<file path="src/rtl/pipe_ctrl_pkg.sv">
// Shared constants and helpers for the pipeline hazard controller.
package pipe_ctrl_pkg;

    // Stage indices along the in-order pipeline (bit position in stall/flush vectors)
    localparam int unsigned STG_PC  = 0;
    localparam int unsigned STG_IF  = 1;
    localparam int unsigned STG_ID  = 2;
    localparam int unsigned STG_EX  = 3;
    localparam int unsigned STG_MEM = 4;
    localparam int unsigned STG_WB  = 5;

    // Widest pipeline the mask helper supports (4-bit stage index)
    localparam int unsigned MAX_STAGES = 16;

    // Performance counter width
    localparam int unsigned PERF_W = 32;

    // Requester 1 holds at mem, requester 0 holds at if
    localparam logic [7:0] DEFAULT_STALL_POINTS = {4'(STG_MEM), 4'(STG_IF)};

    // Low-ones mask covering stages 0..idx: a stall at idx also holds every older stage
    function automatic logic [MAX_STAGES-1:0] stall_mask(input logic [3:0] idx);
        logic [MAX_STAGES-1:0] m;
        m = '0;
        for (int unsigned k = 0; k < MAX_STAGES; k++) begin
            m[k] = (k <= 32'(idx));
        end
        return m;
    endfunction

endpackage

</file>
<file path="src/rtl/pipe_ctrl_if.sv">
// Hazard-control bus between the pipeline (master) and pipe_ctrl (slave).
interface pipe_ctrl_if
    import pipe_ctrl_pkg::*;
#(
    parameter int unsigned NUM_STAGES = 6,
    parameter int unsigned NUM_REQ    = 2
);
    localparam int unsigned TW = $clog2(NUM_STAGES);

    logic                  rdy_in;
    logic [NUM_REQ-1:0]    stall_req;
    logic                  flush_req;
    logic [TW-1:0]         flush_tgt;
    logic [NUM_STAGES-1:0] stall;
    logic [NUM_STAGES-1:0] flush_vec;
    logic                  flush_pending;
    logic                  stall_timeout;
    logic [PERF_W-1:0]     perf_stall_cycles;
    logic [PERF_W-1:0]     perf_flush_count;

    modport master (
        output rdy_in, stall_req, flush_req, flush_tgt,
        input  stall, flush_vec, flush_pending, stall_timeout,
               perf_stall_cycles, perf_flush_count
    );

    modport slave (
        input  rdy_in, stall_req, flush_req, flush_tgt,
        output stall, flush_vec, flush_pending, stall_timeout,
               perf_stall_cycles, perf_flush_count
    );

endinterface

</file>
<file path="src/rtl/pipe_ctrl_wdog.sv">
// Stall watchdog: counts consecutive stalled ready cycles, raises a sticky flag at TIMEOUT.
module pipe_ctrl_wdog #(
    parameter int unsigned TIMEOUT = 1024
) (
    input  logic clk,
    input  logic rst,
    input  logic rdy_i,
    input  logic stalled_i,
    output logic timeout_o
);
    localparam int unsigned WW = $clog2(TIMEOUT + 1);

    logic [WW-1:0] wd_q, wd_d;
    logic          timeout_q, timeout_d;

    // Next count: clear when nothing is held, advance on ready stalled cycles, saturate
    always_comb begin
        wd_d = wd_q;
        if (!stalled_i) begin
            wd_d = '0;
        end else if (rdy_i && (wd_q != WW'(TIMEOUT))) begin
            wd_d = wd_q + 1'b1;
        end
        timeout_d = timeout_q | (wd_d == WW'(TIMEOUT));
    end

    // Counter and sticky flag registers
    always_ff @(posedge clk) begin
        if (rst) begin
            wd_q      <= '0;
            timeout_q <= 1'b0;
        end else begin
            wd_q      <= wd_d;
            timeout_q <= timeout_d;
        end
    end

    assign timeout_o = timeout_q;

endmodule

</file>
<file path="src/rtl/pipe_ctrl.sv">
// Pipeline hazard controller: merges stall requests into a per-stage hold vector,
// issues or queues flushes, and hosts the stall watchdog.
// Optional performance counters are built when PIPE_CTRL_PERF_EN is defined.
module pipe_ctrl
    import pipe_ctrl_pkg::*;
#(
    parameter int unsigned           NUM_STAGES   = 6,
    parameter int unsigned           NUM_REQ      = 2,
    parameter logic [4*NUM_REQ-1:0]  STALL_POINTS = DEFAULT_STALL_POINTS,
    parameter int unsigned           TIMEOUT      = 1024
) (
    input  logic         clk,
    input  logic         rst,
    pipe_ctrl_if.slave   bus
);
    localparam int unsigned TW = $clog2(NUM_STAGES);

    logic [NUM_STAGES-1:0] stall_c;
    logic [NUM_STAGES-1:0] flush_c;
    logic                  pend_v_q, pend_v_d;
    logic [TW-1:0]         pend_tgt_q, pend_tgt_d;
    logic                  eff_v;
    logic [TW-1:0]         eff_tgt;
    logic                  next_held;
    logic                  issue;
    logic                  timeout;

    // Stall vector: union of requester masks; forced all-ones while paused, zero in reset
    always_comb begin
        logic [MAX_STAGES-1:0] m;
        logic [NUM_STAGES-1:0] acc;
        acc = '0;
        for (int unsigned i = 0; i < NUM_REQ; i++) begin
            m = stall_mask(STALL_POINTS[4*i +: 4]);
            if (bus.stall_req[i]) begin
                acc = acc | m[NUM_STAGES-1:0];
            end
        end
        if (rst) begin
            stall_c = '0;
        end else if (!bus.rdy_in) begin
            stall_c = '1;
        end else begin
            stall_c = acc;
        end
    end

    // Effective flush: new request merged with the queued one by taking the older boundary
    always_comb begin
        eff_v   = pend_v_q | bus.flush_req;
        eff_tgt = bus.flush_tgt;
        if (pend_v_q) begin
            if (bus.flush_req && (bus.flush_tgt > pend_tgt_q)) begin
                eff_tgt = bus.flush_tgt;
            end else begin
                eff_tgt = pend_tgt_q;
            end
        end
    end

    // Issue check: the stage producing the flush (one beyond the boundary) must not be held
    always_comb begin
        next_held = 1'b0;
        for (int unsigned k = 1; k < NUM_STAGES; k++) begin
            if (k == 32'(eff_tgt) + 1) begin
                next_held = stall_c[k];
            end
        end
        issue = !rst && bus.rdy_in && eff_v &&
                ((32'(eff_tgt) >= NUM_STAGES - 1) || !next_held);
        flush_c = '0;
        for (int unsigned k = 1; k < NUM_STAGES; k++) begin
            flush_c[k] = issue && (k <= 32'(eff_tgt));
        end
    end

    // Queue update: an issued flush empties the slot, a blocked one parks the merged entry
    always_comb begin
        pend_v_d   = eff_v & ~issue;
        pend_tgt_d = eff_v ? eff_tgt : pend_tgt_q;
    end

    // Single-entry flush queue registers
    always_ff @(posedge clk) begin
        if (rst) begin
            pend_v_q   <= 1'b0;
            pend_tgt_q <= '0;
        end else begin
            pend_v_q   <= pend_v_d;
            pend_tgt_q <= pend_tgt_d;
        end
    end

    pipe_ctrl_wdog #(
        .TIMEOUT (TIMEOUT)
    ) u_wdog (
        .clk       (clk),
        .rst       (rst),
        .rdy_i     (bus.rdy_in),
        .stalled_i (|stall_c),
        .timeout_o (timeout)
    );

    assign bus.stall         = stall_c;
    assign bus.flush_vec     = flush_c;
    assign bus.flush_pending = pend_v_q;
    assign bus.stall_timeout = timeout;

`ifdef PIPE_CTRL_PERF_EN
    logic [PERF_W-1:0] perf_stall_q, perf_stall_d;
    logic [PERF_W-1:0] perf_flush_q, perf_flush_d;

    // Counter increments: ready stalled cycles and issued flushes, both wrapping
    always_comb begin
        perf_stall_d = perf_stall_q;
        perf_flush_d = perf_flush_q;
        if (bus.rdy_in && (|stall_c)) begin
            perf_stall_d = perf_stall_q + 1'b1;
        end
        if (issue) begin
            perf_flush_d = perf_flush_q + 1'b1;
        end
    end

    // Performance counter registers
    always_ff @(posedge clk) begin
        if (rst) begin
            perf_stall_q <= '0;
            perf_flush_q <= '0;
        end else begin
            perf_stall_q <= perf_stall_d;
            perf_flush_q <= perf_flush_d;
        end
    end

    assign bus.perf_stall_cycles = perf_stall_q;
    assign bus.perf_flush_count  = perf_flush_q;
`else
    assign bus.perf_stall_cycles = '0;
    assign bus.perf_flush_count  = '0;
`endif

endmodule

</file>
<file path="src/flat_wrapper.sv">
// flat-port wrapper written by rule: the top's interface ports become plain ports
module pipe_ctrl_flat import pipe_ctrl_pkg::*;
#(
    parameter int unsigned           NUM_STAGES   = 6,
    parameter int unsigned           NUM_REQ      = 2,
    parameter logic [4*NUM_REQ-1:0]  STALL_POINTS = DEFAULT_STALL_POINTS,
    parameter int unsigned           TIMEOUT      = 1024
)
  (clk, rst, bus_rdy_in, bus_stall_req, bus_flush_req, bus_flush_tgt, bus_stall, bus_flush_vec, bus_flush_pending, bus_stall_timeout, bus_perf_stall_cycles, bus_perf_flush_count);
  pipe_ctrl_if #(.NUM_STAGES(NUM_STAGES), .NUM_REQ(NUM_REQ)) bus_i ();
  input  logic clk;
  input  logic rst;
  input wire logic [$bits(bus_i.rdy_in)-1:0] bus_rdy_in;
  input wire logic [$bits(bus_i.stall_req)-1:0] bus_stall_req;
  input wire logic [$bits(bus_i.flush_req)-1:0] bus_flush_req;
  input wire logic [$bits(bus_i.flush_tgt)-1:0] bus_flush_tgt;
  output wire logic [$bits(bus_i.stall)-1:0] bus_stall;
  output wire logic [$bits(bus_i.flush_vec)-1:0] bus_flush_vec;
  output wire logic [$bits(bus_i.flush_pending)-1:0] bus_flush_pending;
  output wire logic [$bits(bus_i.stall_timeout)-1:0] bus_stall_timeout;
  output wire logic [$bits(bus_i.perf_stall_cycles)-1:0] bus_perf_stall_cycles;
  output wire logic [$bits(bus_i.perf_flush_count)-1:0] bus_perf_flush_count;
  assign bus_i.rdy_in = bus_rdy_in;
  assign bus_i.stall_req = bus_stall_req;
  assign bus_i.flush_req = bus_flush_req;
  assign bus_i.flush_tgt = bus_flush_tgt;
  assign bus_stall = bus_i.stall;
  assign bus_flush_vec = bus_i.flush_vec;
  assign bus_flush_pending = bus_i.flush_pending;
  assign bus_stall_timeout = bus_i.stall_timeout;
  assign bus_perf_stall_cycles = bus_i.perf_stall_cycles;
  assign bus_perf_flush_count = bus_i.perf_flush_count;
  pipe_ctrl #(.NUM_STAGES(NUM_STAGES), .NUM_REQ(NUM_REQ), .STALL_POINTS(STALL_POINTS), .TIMEOUT(TIMEOUT)) u_core (.clk(clk), .rst(rst), .bus(bus_i));
endmodule
</file>
<file path="config.mk">
export PLATFORM = sky130hd
export DESIGN_NAME = pipe_ctrl_flat
export DESIGN_NICKNAME = d
export VERILOG_FILES = /design/src/rtl/pipe_ctrl_pkg.sv /design/src/rtl/pipe_ctrl_if.sv /design/src/rtl/pipe_ctrl_wdog.sv /design/src/rtl/pipe_ctrl.sv /design/src/flat_wrapper.sv
export SDC_FILE = /design/constraint.sdc
export NUM_CORES = 1
export LEC_CHECK = 0
export CORE_AREA = 2 2 66 68
export DETAILED_ROUTE_END_ITERATION = 8
export DIE_AREA = 0 0 68 70
export PLACE_DENSITY_LB_ADDON = 0.25
export SLEW_MARGIN = 20
export SYNTH_ARGS = -nofsm -noshare
export SYNTH_HDL_FRONTEND = slang
export SYNTH_HIERARCHICAL = 1
export SYNTH_SLANG_ARGS = --single-unit
export TNS_END_PERCENT = 30
</file>
<file path="constraint.sdc">
create_clock -name clk -period 3.01 [get_ports clk]
set_input_delay 0.301 -clock clk [delete_from_list [all_inputs] [get_ports clk]]
set_output_delay 0.301 -clock clk [all_outputs]
set_load 0.05 [all_outputs]
</file>
==> key figures <==
Global routing
  • Vias in the first global route: ~950
  • Largest net degree at the start of global routing: 11
  • First-pass GRT wire length: a little over 4000 um
  • GRT overflow: 0
  • Gr usage total: between 10% and 20%
  • Initial antenna violation count: 0

Die
  • Core area: ~4100 um^2
  • Chip width: a little under 70 um
  • Top Ports: just under 90
  • Starting density of the core: between 40% and 50%
  • Site row count: 24
  • Die area: roughly 4800 um^2
  • Die Height: 70 um

Route
  • DR vias: approximately 1200
  • Detailed Routing Iterations Pass 1: 4
  • Number of antenna-violating nets in the routed design: 0
  • DR WL/cell: about 10 um
  • Post-Route WL: approximately 2800 um
  • DRT iter0 DRCs: 21
  • Via density: around 4.3
  • Drt drc: 0

Timing
  • Final setup TNS: 0 ps
  • # setup viols final: 0
  • Fin worst setup slack: between 100 and 150 ps
  • Tcrit/Tclk final: a little over nine tenths
  • Fmax achieved: around 0.35 GHz
  • Fin crit period: ~2900 ps
  • Worst rel slew slack: 58.3%
  • Worst-margin pin slew: around 620 ps
  • Final hold viol count: 0
  • RSZ-0062 raised after global routing: no
  • Max Slew Vio Count: 0
  • Clk_skew: between 3 and 4 ps

Worst setup path
  • FF-to-FF setup slack: around 960 ps
  • Worst r2r path cells: 7
  • Critical Path AT: between 2000 and 3000 ps
  • Required @ worst endpoint: 2710 ps
  • Worst r2r src: u_core/pend_tgt_q[1]$_SDFFE_PP0P_
  • Critical path type: reg2out
  • CP endpoint kind: primary output
  • Worst setup SP type: register
  • Crit-path max FO: 5
  • Critical R2R Capture: u_core/bus.flush_pending$_SDFF_PP0_

Synthesis
  • Mapped Cells: approximately 200
  • EDFF count, synth: 0
  • Area share of fa/ha/maj cells after synthesis: under 10%
  • Yosys warning total: 6
  • Syn Std Cell Area: between 1500 and 2000 um^2
  • Count leader, synth: buf_4
  • Post-synthesis sequential area ratio: between 10% and 20%
  • Area leader, netlist: buf_4
  • Synth Area in XOR/XNOR: roughly 5.3%
  • Mean Syn Cell Area: a little over 8 um^2
  • Main combinational cell family by area after synthesis: buffers and inverters
  • Area fraction of the dominant cell type after synthesis: 31.1%
  • Post-Synth Simple-Gate Area: 17.0%
  • Synthesized flop and latch total: 16
  • Top cells by count, synth: 69 x buf_4, 19 x nor2_1, 16 x dfxtp_1, 14 x inv_1, 8 x nand2_1
  • Compound-Gate Fraction of Synth Area: between 10% and 20%
  • Multiplexer share of the synthesized area: 1.80%
  • Post-synth top flop: dfxtp_1
  • Largest cells by area after synthesis: buf_4 31%, dfxtp_1 19%, nor2_1 4.3%
  • Post-synth ARST share: 0%
  • Netlist cell types: between 40 and 50

Place
  • Post-DP Area: 1720 um^2
  • RePlAce Congestion: about 0.76
  • Pre-CTS setup slack: 75.5 ps
  • Final HPWL DP: approximately 2300 um
  • PortBufs: 21

Power and ir drop
  • Tot Pwr: around 0.76 mW
  • Lkg Pwr: about 0.84 nW
  • Peak supply drop: between 0.2 and 0.3 mV
  • Power Density: 415 nW/um^2

Run
  • Max cap viols: 0

Clock tree
  • Cts bufs inserted: 3
  • CTS clk-pin slew, worst paths: ~60 ps
  • TritonCTS Sinks: 16
  • Clk_lat worst skew: approximately 250 ps
  • CTS Root Cell: clkbuf_8
  • CTS tree: yes
  • H-tree depth: 1
  • Clk buf depth: 2

Layout
  • Layout cells sized above 1: 12.9%
  • Area of the multi-input gates: roughly 1000 um^2
  • Layout fillers: about 440
  • Layout Nets: ~240
  • Diode count: 0
  • Layout Area Growth over Synthesis: 9.90%
  • FF+latch area: around 320 um^2
  • Finished layout cell area: about 1800 um^2

Min path
  • Worst hold start: u_core/u_wdog/timeout_o$_SDFF_PP0_
  • Worst Hold Class: reg2reg
  • Worst Hold Path Cells: 2
  • Worst Hold Endpoint: u_core/u_wdog/timeout_o$_SDFF_PP0_

Status
  • Run status: completed
[area by class of cell]
type / instances / area share, %
Clock buffer: 4 / 3.00
Timing Repair Buffer: 26 / 16.9
Inverter: 14 / 2.87
Multi-Input combinational cell: 164 / 56.1
Tap cell: 52 / 3.55
Sequential cell: 16 / 17.5
[how the worst max path moves through the flow]
stage,start,end,depth (start not counted)
2_1_floorplan,u_core/pend_tgt_q[1]$_SDFFE_PP0P_,bus_flush_vec[2],7
3_3_place_gp,bus_flush_tgt[2],bus_flush_vec[3],8
3_5_place_dp,bus_flush_tgt[2],bus_flush_vec[3],8
4_1_cts,bus_flush_tgt[2],bus_flush_vec[3],8
5_1_grt,u_core/pend_tgt_q[1]$_SDFFE_PP0P_,bus_flush_vec[3],8
6_report,u_core/pend_tgt_q[1]$_SDFFE_PP0P_,bus_flush_vec[3],8
[per-layer routing]
layer	share of wire, %	global-route usage (%)	up-vias
met5	0	0	-
met4	0.90	3.33	0
met3	5.3	1.93	2
met2	50	18.0	43
met1	43	14.0	542
li1	-	-	596
[critical path: stages (launching register included)]
cell and delay [ps]:
dfxtp_2 330, inv_1 120, ha_4 230, and3b_4 200, o211a_1 260, o311a_4 410
and2_1 180, a2111oi_4 360, clkbuf_16 230
[layout by cell type (no fill, tap or decap), types with 3 or more instances in the layout]
| cell type | n |
|---|---|
| inv_1 | 14 |
| clkdlybuf4s50_1 | 13 |
| nand4_1 | 4 |
| a21oi_1 | 3 |
| dlymetal6s2s_1 | 3 |
| nand2_1 | 8 |
| mux2i_1 | 3 |
| buf_12 | 4 |
| nor2_1 | 19 |
| ha_1 | 3 |
| nand3_1 | 3 |
| dfxtp_1 | 15 |
| clkbuf_8 | 4 |
| xnor2_1 | 5 |
| xor2_1 | 5 |
| a211oi_1 | 3 |
| buf_4 | 5 |
| conb_1 | 65 |
[where the power goes]
group | total (mW) | internal (mW) | switching [mW]
Sequential | 0.223 | 0.218 | 0.00555
Combinational | 0.348 | 0.0751 | 0.273
Clock | 0.189 | 0.116 | 0.0733
Total | 0.761 | 0.409 | 0.352
[cells by family after synthesis]
family,Yosys count
buf+inv,87
flops,16
simple gates,54
mux,3
other cells,1
fa+ha+maj,5
xor+xnor,10
compound gates,27
[registers in the layout, summed over array words and instances (netlist names)]
name and count:
u_core/u_wdog/wd_q 11, u_core/pend_tgt_q 3, u_core/bus.flush_pending 1, u_core/u_wdog/timeout_o 1
[what timing repair did]
action,CTS,global route
gates resized for setup,0,9
endpoints found under the setup margin,0,2
hold buffers,0,0
buffers inserted,0,1
[stage by stage]
step	hold slack [ps]	utilization, %	std cells
final	480	44.2	276
after global routing	503	44.2	276
after CTS	493	42.9	275
after detailed placement	483	41.5	271
after global placement	464	41.5	271
after floorplan	373	-	267
No activity file was read; power rests on OpenSTA's default activity.
